## config.mk

```make
export PLATFORM = sky130hd
export DESIGN_NAME = wb_ctrl_flat
export DESIGN_NICKNAME = d
export VERILOG_FILES = /design/src/rtl/octa_pkg.sv /design/src/rtl/wb_ctrl_if.sv /design/src/rtl/wb_ldq.sv /design/src/rtl/wb_ctrl.sv /design/src/flat_wrapper.sv
export SDC_FILE = /design/constraint.sdc
export NUM_CORES = 1
export LEC_CHECK = 0
export CORE_ASPECT_RATIO = 1.5
export CORE_MARGIN = 2
export CORE_UTILIZATION = 35
export DETAILED_ROUTE_END_ITERATION = 12
export MAX_ROUTING_LAYER = met4
export PLACE_DENSITY = 0.69
export SYNTH_ARGS = -nofsm -noshare
export SYNTH_HDL_FRONTEND = slang
export SYNTH_SLANG_ARGS = --single-unit
```

## constraint.sdc

```tcl
create_clock -name clk -period 3 [get_ports clk]
set_input_delay 0.3 -clock clk [delete_from_list [all_inputs] [get_ports clk]]
set_output_delay 0.3 -clock clk [all_outputs]
set_load 0.02 [all_outputs]
```

## src/rtl/octa_pkg.sv

```systemverilog
// Shared Octa16 core types: register-file geometry, write-back request and write source.
package octa_pkg;

  localparam int DATA_W   = 8;
  localparam int REG_AW   = 3;
  localparam int NUM_REGS = 8;

  typedef struct packed {
    logic [REG_AW-1:0] rd;
    logic [DATA_W-1:0] data;
  } wb_req_t;

  typedef enum logic [1:0] {
    SRC_NONE,
    SRC_ALU,
    SRC_LDQ,
    SRC_LDIN
  } wb_src_t;

  function automatic logic [NUM_REGS-1:0] reg_onehot(input logic [REG_AW-1:0] r);
    reg_onehot = NUM_REGS'(1) << r;
  endfunction

endpackage

```

## src/rtl/wb_ctrl_if.sv

```systemverilog
// Write-back controller bus: issue, ALU and load result inputs, register-file write port, scoreboard.
interface wb_ctrl_if
  import octa_pkg::*;
#(
  parameter int DW = DATA_W,
  parameter int AW = REG_AW
);

  logic             issue_vld;
  logic [AW-1:0]    issue_rd;
  logic             alu_vld;
  logic [AW-1:0]    alu_rd;
  logic [DW-1:0]    alu_data;
  logic             ld_vld;
  logic [AW-1:0]    ld_rd;
  logic [DW-1:0]    ld_data;
  logic             ld_rdy;
  logic             wrEn;
  logic [AW-1:0]    rd;
  logic [DW-1:0]    dIn;
  logic [2**AW-1:0] busy_vec;
  logic             err;

  modport slave (
    input  issue_vld, issue_rd, alu_vld, alu_rd, alu_data, ld_vld, ld_rd, ld_data,
    output ld_rdy, wrEn, rd, dIn, busy_vec, err
  );

  modport master (
    output issue_vld, issue_rd, alu_vld, alu_rd, alu_data, ld_vld, ld_rd, ld_data,
    input  ld_rdy, wrEn, rd, dIn, busy_vec, err
  );

endinterface

```

## src/rtl/wb_ldq.sv

```systemverilog
// Load queue for the write-back controller: synchronous FIFO of wb_req_t, DEPTH a power of two.
module wb_ldq
  import octa_pkg::*;
#(
  parameter int DEPTH = 2
) (
  input  logic    clk,
  input  logic    rst,
  input  logic    push,
  input  logic    pop,
  input  wb_req_t din,
  output wb_req_t dout,
  output logic    full,
  output logic    empty
);

  localparam int PW = $clog2(DEPTH);

  wb_req_t       mem [DEPTH];
  logic [PW-1:0] wr_ptr;
  logic [PW-1:0] rd_ptr;
  logic [PW:0]   count;

  // Storage is not reset; count alone decides which entries are meaningful.
  always_ff @(posedge clk) begin
    if (push) mem[wr_ptr] <= din;
  end

  // Pointers wrap naturally because DEPTH is a power of two.
  always_ff @(posedge clk or negedge rst) begin
    if (!rst) begin
      wr_ptr <= '0;
      rd_ptr <= '0;
      count  <= '0;
    end else begin
      if (push) wr_ptr <= wr_ptr + 1'b1;
      if (pop)  rd_ptr <= rd_ptr + 1'b1;
      case ({push, pop})
        2'b10:   count <= count + 1'b1;
        2'b01:   count <= count - 1'b1;
        default: count <= count;
      endcase
    end
  end

  assign dout  = mem[rd_ptr];
  assign full  = (count == (PW+1)'(DEPTH));
  assign empty = (count == '0);

endmodule

```

## src/rtl/wb_ctrl.sv

```systemverilog
// Octa16 write-back controller: arbitrates ALU and load results onto the register-file port
// and tracks pending writes. Define WB_LDQ_EN to buffer colliding loads in a queue.
module wb_ctrl
  import octa_pkg::*;
#(
  parameter int DW       = DATA_W,
  parameter int AW       = REG_AW,
  parameter int LQ_DEPTH = 2
) (
  input  logic       clk,
  input  logic       rst,
  wb_ctrl_if.slave   bus
);

  localparam int NR = 2**AW;

  wb_src_t       src;
  logic          sel_vld;
  logic [AW-1:0] sel_rd;
  logic [DW-1:0] sel_data;
  logic          ld_acc;

  logic          wr_en_q;
  logic [AW-1:0] rd_q;
  logic [DW-1:0] din_q;
  logic [NR-1:0] busy_q;
  logic [NR-1:0] busy_nxt;
  logic          err_q;

`ifdef WB_LDQ_EN
  logic    q_push;
  logic    q_pop;
  logic    q_full;
  logic    q_empty;
  wb_req_t q_din;
  wb_req_t q_dout;

  assign bus.ld_rdy = ~q_full;
  assign ld_acc     = bus.ld_vld & ~q_full;
  assign q_din      = wb_req_t'{rd: bus.ld_rd, data: bus.ld_data};
  assign q_push     = ld_acc & (src != SRC_LDIN);
  assign q_pop      = (src == SRC_LDQ);

  wb_ldq #(.DEPTH(LQ_DEPTH)) u_ldq (
    .clk   (clk),
    .rst   (rst),
    .push  (q_push),
    .pop   (q_pop),
    .din   (q_din),
    .dout  (q_dout),
    .full  (q_full),
    .empty (q_empty)
  );
`else
  assign bus.ld_rdy = ~bus.alu_vld;
  assign ld_acc     = bus.ld_vld & ~bus.alu_vld;
`endif

  // ALU first, then the oldest queued load, then a fresh load only when nothing is waiting.
  always_comb begin
    src      = SRC_NONE;
    sel_rd   = bus.alu_rd;
    sel_data = bus.alu_data;
    if (bus.alu_vld) begin
      src = SRC_ALU;
`ifdef WB_LDQ_EN
    end else if (!q_empty) begin
      src      = SRC_LDQ;
      sel_rd   = q_dout.rd;
      sel_data = q_dout.data;
`endif
    end else if (ld_acc) begin
      src      = SRC_LDIN;
      sel_rd   = bus.ld_rd;
      sel_data = bus.ld_data;
    end
  end

  assign sel_vld = (src != SRC_NONE);

  // A capture clears the bit shown on the port; a same-edge issue re-sets it.
  always_comb begin
    busy_nxt = busy_q;
    if (wr_en_q)       busy_nxt = busy_nxt & ~reg_onehot(rd_q);
    if (bus.issue_vld) busy_nxt = busy_nxt | reg_onehot(bus.issue_rd);
  end

  always_ff @(posedge clk or negedge rst) begin
    if (!rst) begin
      wr_en_q <= 1'b0;
      rd_q    <= '0;
      din_q   <= '0;
      busy_q  <= '0;
      err_q   <= 1'b0;
    end else begin
      wr_en_q <= sel_vld;
      if (sel_vld) begin
        rd_q  <= sel_rd;
        din_q <= sel_data;
      end
      busy_q <= busy_nxt;
      if ((bus.issue_vld && busy_q[bus.issue_rd]) || (sel_vld && !busy_q[sel_rd]))
        err_q <= 1'b1;
    end
  end

  assign bus.wrEn     = wr_en_q;
  assign bus.rd       = rd_q;
  assign bus.dIn      = din_q;
  assign bus.busy_vec = busy_q;
  assign bus.err      = err_q;

endmodule
```

## src/flat_wrapper.sv

```systemverilog
// flat-port wrapper written by rule: the top's interface ports become plain ports
module wb_ctrl_flat import octa_pkg::*;
#(
  parameter int DW       = DATA_W,
  parameter int AW       = REG_AW,
  parameter int LQ_DEPTH = 2
)
  (clk, rst, bus_issue_vld, bus_issue_rd, bus_alu_vld, bus_alu_rd, bus_alu_data, bus_ld_vld, bus_ld_rd, bus_ld_data, bus_ld_rdy, bus_wrEn, bus_rd, bus_dIn, bus_busy_vec, bus_err);
  wb_ctrl_if #(.DW(DW), .AW(AW)) bus_i ();
  input  logic clk;
  input  logic rst;
  input wire logic [$bits(bus_i.issue_vld)-1:0] bus_issue_vld;
  input wire logic [$bits(bus_i.issue_rd)-1:0] bus_issue_rd;
  input wire logic [$bits(bus_i.alu_vld)-1:0] bus_alu_vld;
  input wire logic [$bits(bus_i.alu_rd)-1:0] bus_alu_rd;
  input wire logic [$bits(bus_i.alu_data)-1:0] bus_alu_data;
  input wire logic [$bits(bus_i.ld_vld)-1:0] bus_ld_vld;
  input wire logic [$bits(bus_i.ld_rd)-1:0] bus_ld_rd;
  input wire logic [$bits(bus_i.ld_data)-1:0] bus_ld_data;
  output wire logic [$bits(bus_i.ld_rdy)-1:0] bus_ld_rdy;
  output wire logic [$bits(bus_i.wrEn)-1:0] bus_wrEn;
  output wire logic [$bits(bus_i.rd)-1:0] bus_rd;
  output wire logic [$bits(bus_i.dIn)-1:0] bus_dIn;
  output wire logic [$bits(bus_i.busy_vec)-1:0] bus_busy_vec;
  output wire logic [$bits(bus_i.err)-1:0] bus_err;
  assign bus_i.issue_vld = bus_issue_vld;
  assign bus_i.issue_rd = bus_issue_rd;
  assign bus_i.alu_vld = bus_alu_vld;
  assign bus_i.alu_rd = bus_alu_rd;
  assign bus_i.alu_data = bus_alu_data;
  assign bus_i.ld_vld = bus_ld_vld;
  assign bus_i.ld_rd = bus_ld_rd;
  assign bus_i.ld_data = bus_ld_data;
  assign bus_ld_rdy = bus_i.ld_rdy;
  assign bus_wrEn = bus_i.wrEn;
  assign bus_rd = bus_i.rd;
  assign bus_dIn = bus_i.dIn;
  assign bus_busy_vec = bus_i.busy_vec;
  assign bus_err = bus_i.err;
  wb_ctrl #(.DW(DW), .AW(AW), .LQ_DEPTH(LQ_DEPTH)) u_core (.clk(clk), .rst(rst), .bus(bus_i));
endmodule
```

==> flow_summary_export.csv, run 1 <==
group,metric,value,unit
logic_synthesis,synth_area,0.001191,mm^2
cells_and_area,syn_to_final_growth,49.48,%
critical_path,reg2reg_from,"u_core.bus.busy_vec[3]",
critical_path,critical_path_class,"primary input to output pin",
global_routing,overflow,0,
floorplanning,die_w,51.63,um
critical_path,reg2reg_to,"u_core.bus.err",
floorplanning,ios,52,
power,power_frac_seq,0.434,
clocking,cts_tree,"done",
place,detailed_place.area,0.001735,mm^2
clocking,insertion_delay,0.25,ns
clocking,clkTransAtPathRegs,0.08,ns
power,netSwitchingPower,0.0002909,W
floorplanning,core_area,0.003318,mm^2
global_routing,grt_usage,0.1853,
logic_synthesis,ys.flop_type,"dfrtp_1",
min_path,hp-class,"primary input to asynchronous set/reset pin",
floorplanning,fp.dieArea,0.003895,mm^2
critical_path,path_max_fanout,10,
logic_synthesis,syn-num-nets,154,
power,swShare,0.3313,
clocking,cts_sinks,21,
critical_path,cp.arrival,1.66,ns
global_routing,antenna_found_initial,0,
global_routing,grt_max_degree,22,
route,drtPass1Iterations,4,
sta,hold_viol,0,
clocking,cts_buffer_depth,2,
logic_synthesis,ys_warn_count,0,
critical_path,timing.reg2reg.setup_slack,1.33,ns
sta,slew_headroom,0.3824,
clocking,cts_resized,0,
power,clock_power_share,0.206,
sta,drv_slew,0,
clocking,cts_inserted_buffers,3,
sta,setup_viol,0,
cells_and_area,final_util,0.5366,
logic_synthesis,synth_edf_count,0,
logic_synthesis,synth.avg_cell_area,9.606,um^2
route,num_vias,1168,
global_routing,grt_pass1_vias,1185,
cells_and_area,diodes,0,
power,power.internal,0.0005871,W
critical_path,required,2.70,ns
sta,skew,0.004400,ns
clocking,post-cts-setup-buffers,0,
sta,fin_crit,1.962,ns
place,hpwl,2.551,mm
place,place_inst,213,
logic_synthesis,yosysUniqueCellTypes,32,
route,routedWlPerCell,15.24,um
critical_path,r2r_cells,4,
logic_synthesis,postSynthCellCount,124,
route,drc_errors,0,
cells_and_area,final-instance-count-excl-fill,217,
cells_and_area,drive_gt1_frac,0.05143,
sta,period_share,0.6541,
route,routed_wirelength,3.308,mm
critical_path,startpoint,"bus_alu_vld",
route,vias_per_cell,5.382,
sta,setup-tns-final,0,ns
power,p_comb_frac,0.360,
global_routing,grt_pass1_wl,5.264,mm
clocking,cts_hold_buf,0,
critical_path,endpoint,"bus_ld_rdy",
floorplanning,die_y,75.45,um
sta,fmax,509.6,MHz
cells_and_area,fin_area,0.001780,mm^2
critical_path,cp-end-kind,"output pin",
power,ir_drop,414.4,uV
logic_synthesis,ys_ff_latch,21,
sta,rsz0062_at_grt,"false",
clocking,cts-root-buf,"clkbuf_8",
logic_synthesis,yosysSeqAreaShare,0.4412,
place,place_congestion,1.044,
floorplanning,rows,26,
power,power_density,493.1,mW/mm^2
clocking,h-tree-depth,1,
route,drtIter0Drc,41,
cells_and_area,nets,206,
route,ant_nets,0,
status,status,"complete, no violations",
flow_run,maxCapViolations,0,
sta,tightest_slew,0.9236,ns
logic_synthesis,synth-async-reset-ratio,1.000,
place,port_buffers,51,
floorplanning,initial_core_util,0.3590,
critical_path,startpoint_type,"primary input",
power,p_leak,0.7209,nW
worst max-delay path, stage by stage:
cell             delay, ns
clkdlybuf4s50_1       0.56
inv_2                 0.17
clkdlybuf4s50_1       0.63
through the flow:
step / total power, W / setup WS, ns / hold WS, ns
final: 0.0008780 / 1.038 / 0.5599
after global routing: 0.0009267 / 0.9543 / 0.6274
after CTS: 0.0008840 / 1.036 / 0.5940
after detailed placement: 0.0007021 / 0.7792 / 0.5715
after global placement: 0.0006977 / 0.8103 / 0.5556
after floorplan: 0.0005257 / 1.318 / 0.004409
cell type report:
type / instances / area, um^2
Inverter: 5 / 18.77
Clock buffer: 4 / 45.04
Multi-Input combinational cell: 92 / 613.1
Sequential cell: 21 / 525.5
Timing Repair Buffer: 53 / 525.5
Fill cell: 323 / 1538
Tap cell: 42 / 52.55
cells in the mapped netlist, drive strengths merged (3+ instances only):
cell type	instances	area (um^2)
o21ai	24	120.1
a21oi	3	15.01
nand2b	6	37.54
o31ai	5	37.54
buf	4	26.27
mux2i	12	120.1
inv	4	15.01
nor2b	4	25.02
dfrtp	21	525.5
nand2	15	56.30
power by group through the flow:
stage / Sequential [W] / Combinational, W / Clock [W]
final: 0.000381 / 0.000316 / 0.000181
after global placement: 0.000383 / 0.000315 / 0
after floorplan: 0.000421 / 0.000105 / 0
after CTS: 0.000380 / 0.000319 / 0.000185
after detailed placement: 0.000385 / 0.000317 / 0
after global routing: 0.000389 / 0.000341 / 0.000197
flip-flops by register name, summed over array words and instances, names as in the netlist:
name and cells:
u_core.bus.rd 3, u_core.bus.wrEn 1, u_core.bus.dIn 8, u_core.bus.err 1
u_core.bus.busy_vec 8
how the worst min path moves through the flow:
| stage | slack, ns | to | cells past startpoint | startpoint |
|---|---|---|---|---|
| 2_1_floorplan | 0.004 | u_core.bus.busy_vec[0] | 0 | rst |
| 3_3_place_gp | 0.56 | u_core.bus.dIn[7] | 2 | u_core.bus.dIn[7] |
| 3_5_place_dp | 0.57 | u_core.bus.dIn[0] | 2 | u_core.bus.dIn[0] |
| 4_1_cts | 0.59 | u_core.bus.dIn[0] | 2 | u_core.bus.dIn[0] |
| 5_1_grt | 0.63 | u_core.bus.dIn[0] | 2 | u_core.bus.dIn[0] |
| 6_report | 0.56 | u_core.bus.busy_vec[0] | 1 | rst |
layout by cell type, fill, tap and decap left out, types with 2 or more instances in the layout:
cell and instances:
nand3b_1 2, o211ai_1 2, nor2b_1 4, inv_1 3
buf_4 2, nand3_1 2, mux2i_1 12, nand2b_1 6
a21oi_1 3, o21ai_0 24, nand2_1 15, o31ai_1 5
dfrtp_1 21, mux4_2 2, clkbuf_8 3, a211oi_1 2
clkdlybuf4s50_1 51
cell families (layout without fill, tap and decap cells):
family | after synthesis | in the layout | synth area share
flip-flops | 21 | 21 | 0.4412
buffers and inverters | 11 | 62 | 0.04411
AO/OA/AOI/OAI | 43 | 43 | 0.2195
AND/OR/NAND/NOR | 35 | 35 | 0.1565
multiplexers | 14 | 14 | 0.1387
metal layers:
layer | track usage | wire [um] | vias to the layer above
met1 | 0.2270 | 1350 | 564
met3 | 0.02549 | 197 | 7
met5 | - | 0 | -
li1 | - | - | 554
met4 | 0.09649 | 55 | 0
met2 | 0.2977 | 1704 | 43
Note: power is estimated with default switching activity, not from simulation.
==> run 2, diff against run 1 <==
- clock period: 3 -> 1.9 ns (I/O delays scaled with it)
==> run 2 against run 1 <==
Sequential share of layout area decreased by 0.63 points. Global-route usage hardly changed. Critical endpoint is now u_core.bus.err. Utilization up 1.2 points. Highest routed layer unchanged. Largest power group unchanged. Largest cell class unchanged.
==> flow_summary_export.csv, run 2 (synthesis gave the netlist of run 1 again) <==
group,metric,value,unit
status,status,"complete, no violations",
power,ir_drop,633.3,uV
sta,drv_slew,0,
floorplanning,initial_core_util,0.3590,
critical_path,timing.reg2reg.setup_slack,0.22,ns
cells_and_area,nets,211,
floorplanning,rows,26,
power,power.internal,0.0009305,W
place,place_congestion,0.8581,
critical_path,crit_chain,"clkdlybuf4s50_1 -> mux4_2 -> clkinv_1 -> o22ai_1 -> or4b_1",
sta,setup_viol,0,
floorplanning,die_y,75.45,um
critical_path,required,2.03,ns
sta,setup-tns-final,0,ns
sta,slew_headroom,0.8148,
power,p_leak,0.7476,nW
route,num_vias,1172,
clocking,cts_sinks,21,
critical_path,path_max_fanout,3,
critical_path,r2r_cells,4,
place,hpwl,2.562,mm
route,ant_nets,0,
power,finalPower,0.001398,W
clocking,insertion_delay,0.26,ns
clocking,h-tree-depth,1,
power,p_comb_frac,0.363,
cells_and_area,fin_area,0.001819,mm^2
power,power_density,768.7,mW/mm^2
global_routing,grt_usage,0.1856,
critical_path,startpoint_type,"primary input",
critical_path,critical_path_class,"primary input to flop",
cells_and_area,layout_common_cells,"51 x clkdlybuf4s50_1, 24 x o21ai_0, 21 x dfrtp_1",
critical_path,crit_family,"buffers and inverters",
min_path,hp-class,"primary input to asynchronous set/reset pin",
clocking,cts-root-buf,"clkbuf_8",
global_routing,antenna_found_initial,0,
power,clock_power_share,0.207,
clocking,cts_buffer_depth,2,
sta,hold_viol,0,
floorplanning,core_area,0.003318,mm^2
critical_path,reg2reg_to,"u_core.bus.err",
route,vias_per_cell,5.279,
critical_path,cp_num_cells,5,
sta,skew,0.002951,ns
clocking,clkTransAtPathRegs,0.08,ns
critical_path,cp-end-kind,"flop",
critical_path,cp.arrival,1.90,ns
floorplanning,die_w,51.63,um
cells_and_area,diodes,0,
sta,whs,0.2719,ns
critical_path,path_buf_inv,2,
route,drtIter0Drc,33,
place,detailed_place.area,0.001773,mm^2
clocking,post-cts-setup-buffers,0,
clocking,cts_tree,"done",
sta,fin_crit,1.770,ns
route,drtPass1Iterations,4,
critical_path,reg2reg_from,"u_core.bus.busy_vec[2]",
cells_and_area,syn_to_final_growth,52.73,%
clocking,cts_inserted_buffers,3,
place,port_buffers,51,
cells_and_area,final_common_cell,"clkdlybuf4s50_1",
cells_and_area,drive_gt1_frac,0.08333,
floorplanning,fp.dieArea,0.003895,mm^2
critical_path,max_stage_delay,0.56,ns
clocking,cts_resized,0,
route,routed_wirelength,3.336,mm
clocking,cts_hold_buf,0,
global_routing,grt_pass1_vias,1108,
power,power_frac_seq,0.431,
sta,tightest_slew,0.2778,ns
route,drc_errors,0,
sta,fmax,565.1,MHz
sta,period_share,0.9314,
cells_and_area,multi_input_area,613.1,um^2
route,routedWlPerCell,15.03,um
floorplanning,ios,52,
global_routing,grt_pass1_wl,5.257,mm
flow_run,maxCapViolations,0,
global_routing,grt_max_degree,22,
global_routing,overflow,0,
power,netSwitchingPower,0.0004680,W
cells_and_area,seqCellArea,525.5,um^2
power,swShare,0.3346,
critical_path,slowest_stage,"clkdlybuf4s50_1",
sta,rsz0062_at_grt,"false",
cells_and_area,nFillCells,316,
==> run 2: changes by cell type in the layout (fill, tap and decap cells not counted) <==
cell,change
clkbuf_1,-1
clkinv_2,+1
buf_4,+5
==> run 2: power groups by stage <==
stage | Combinational (W) | Sequential, W | Clock [W]
detailed placement | 0.000507 | 0.000608 | 0
global placement | 0.000502 | 0.000606 | 0
CTS | 0.000510 | 0.000600 | 0.000294
global route | 0.000548 | 0.000611 | 0.000313
finish | 0.000507 | 0.000603 | 0.000289
floorplan | 0.000166 | 0.000664 | 0
==> run 2: worst max-delay path by stage <==
stage | start | endpoint | slack (ns)
final | bus_issue_rd[0] | u_core.bus.err | 0.13
after global routing | bus_issue_rd[0] | u_core.bus.err | 0.06
after CTS | bus_issue_rd[0] | u_core.bus.err | 0.12
after detailed placement | bus_issue_rd[0] | u_core.bus.err | -0.16
after global placement | bus_issue_rd[0] | u_core.bus.err | -0.11
after floorplan | u_core.bus.busy_vec[3] | u_core.bus.err | 0.22
==> run 2: layer usage <==
layer	wire length, um	up-vias	GRT usage	part of all wire
li1	-	566	-	-
met1	1384	556	0.2532	0.41
met2	1722	44	0.2806	0.52
met3	181	6	0.01765	0.054
met4	47	0	0.08480	0.014
met5	0	-	-	0
==> run 2: final cells by class <==
class                           count  share of cell area
Clock inverter                      1            0.002751
Timing Repair Buffer               58              0.3095
Inverter                            5             0.01032
Sequential cell                    21              0.2889
Tap cell                           42             0.02889
Clock buffer                        3             0.02270
Multi-Input combinational cell     92              0.3370
==> run 2: through the flow <==
| stage | setup WS [ns] | cells | utilization |
|---|---|---|---|
| final | 0.1303 | 222 | 0.5483 |
| after global routing | 0.05724 | 222 | 0.5483 |
| after CTS | 0.1180 | 222 | 0.5483 |
| after detailed placement | -0.1580 | 218 | 0.5343 |
| after global placement | -0.1080 | 218 | 0.5343 |
| after floorplan | 0.2176 | 124 | - |
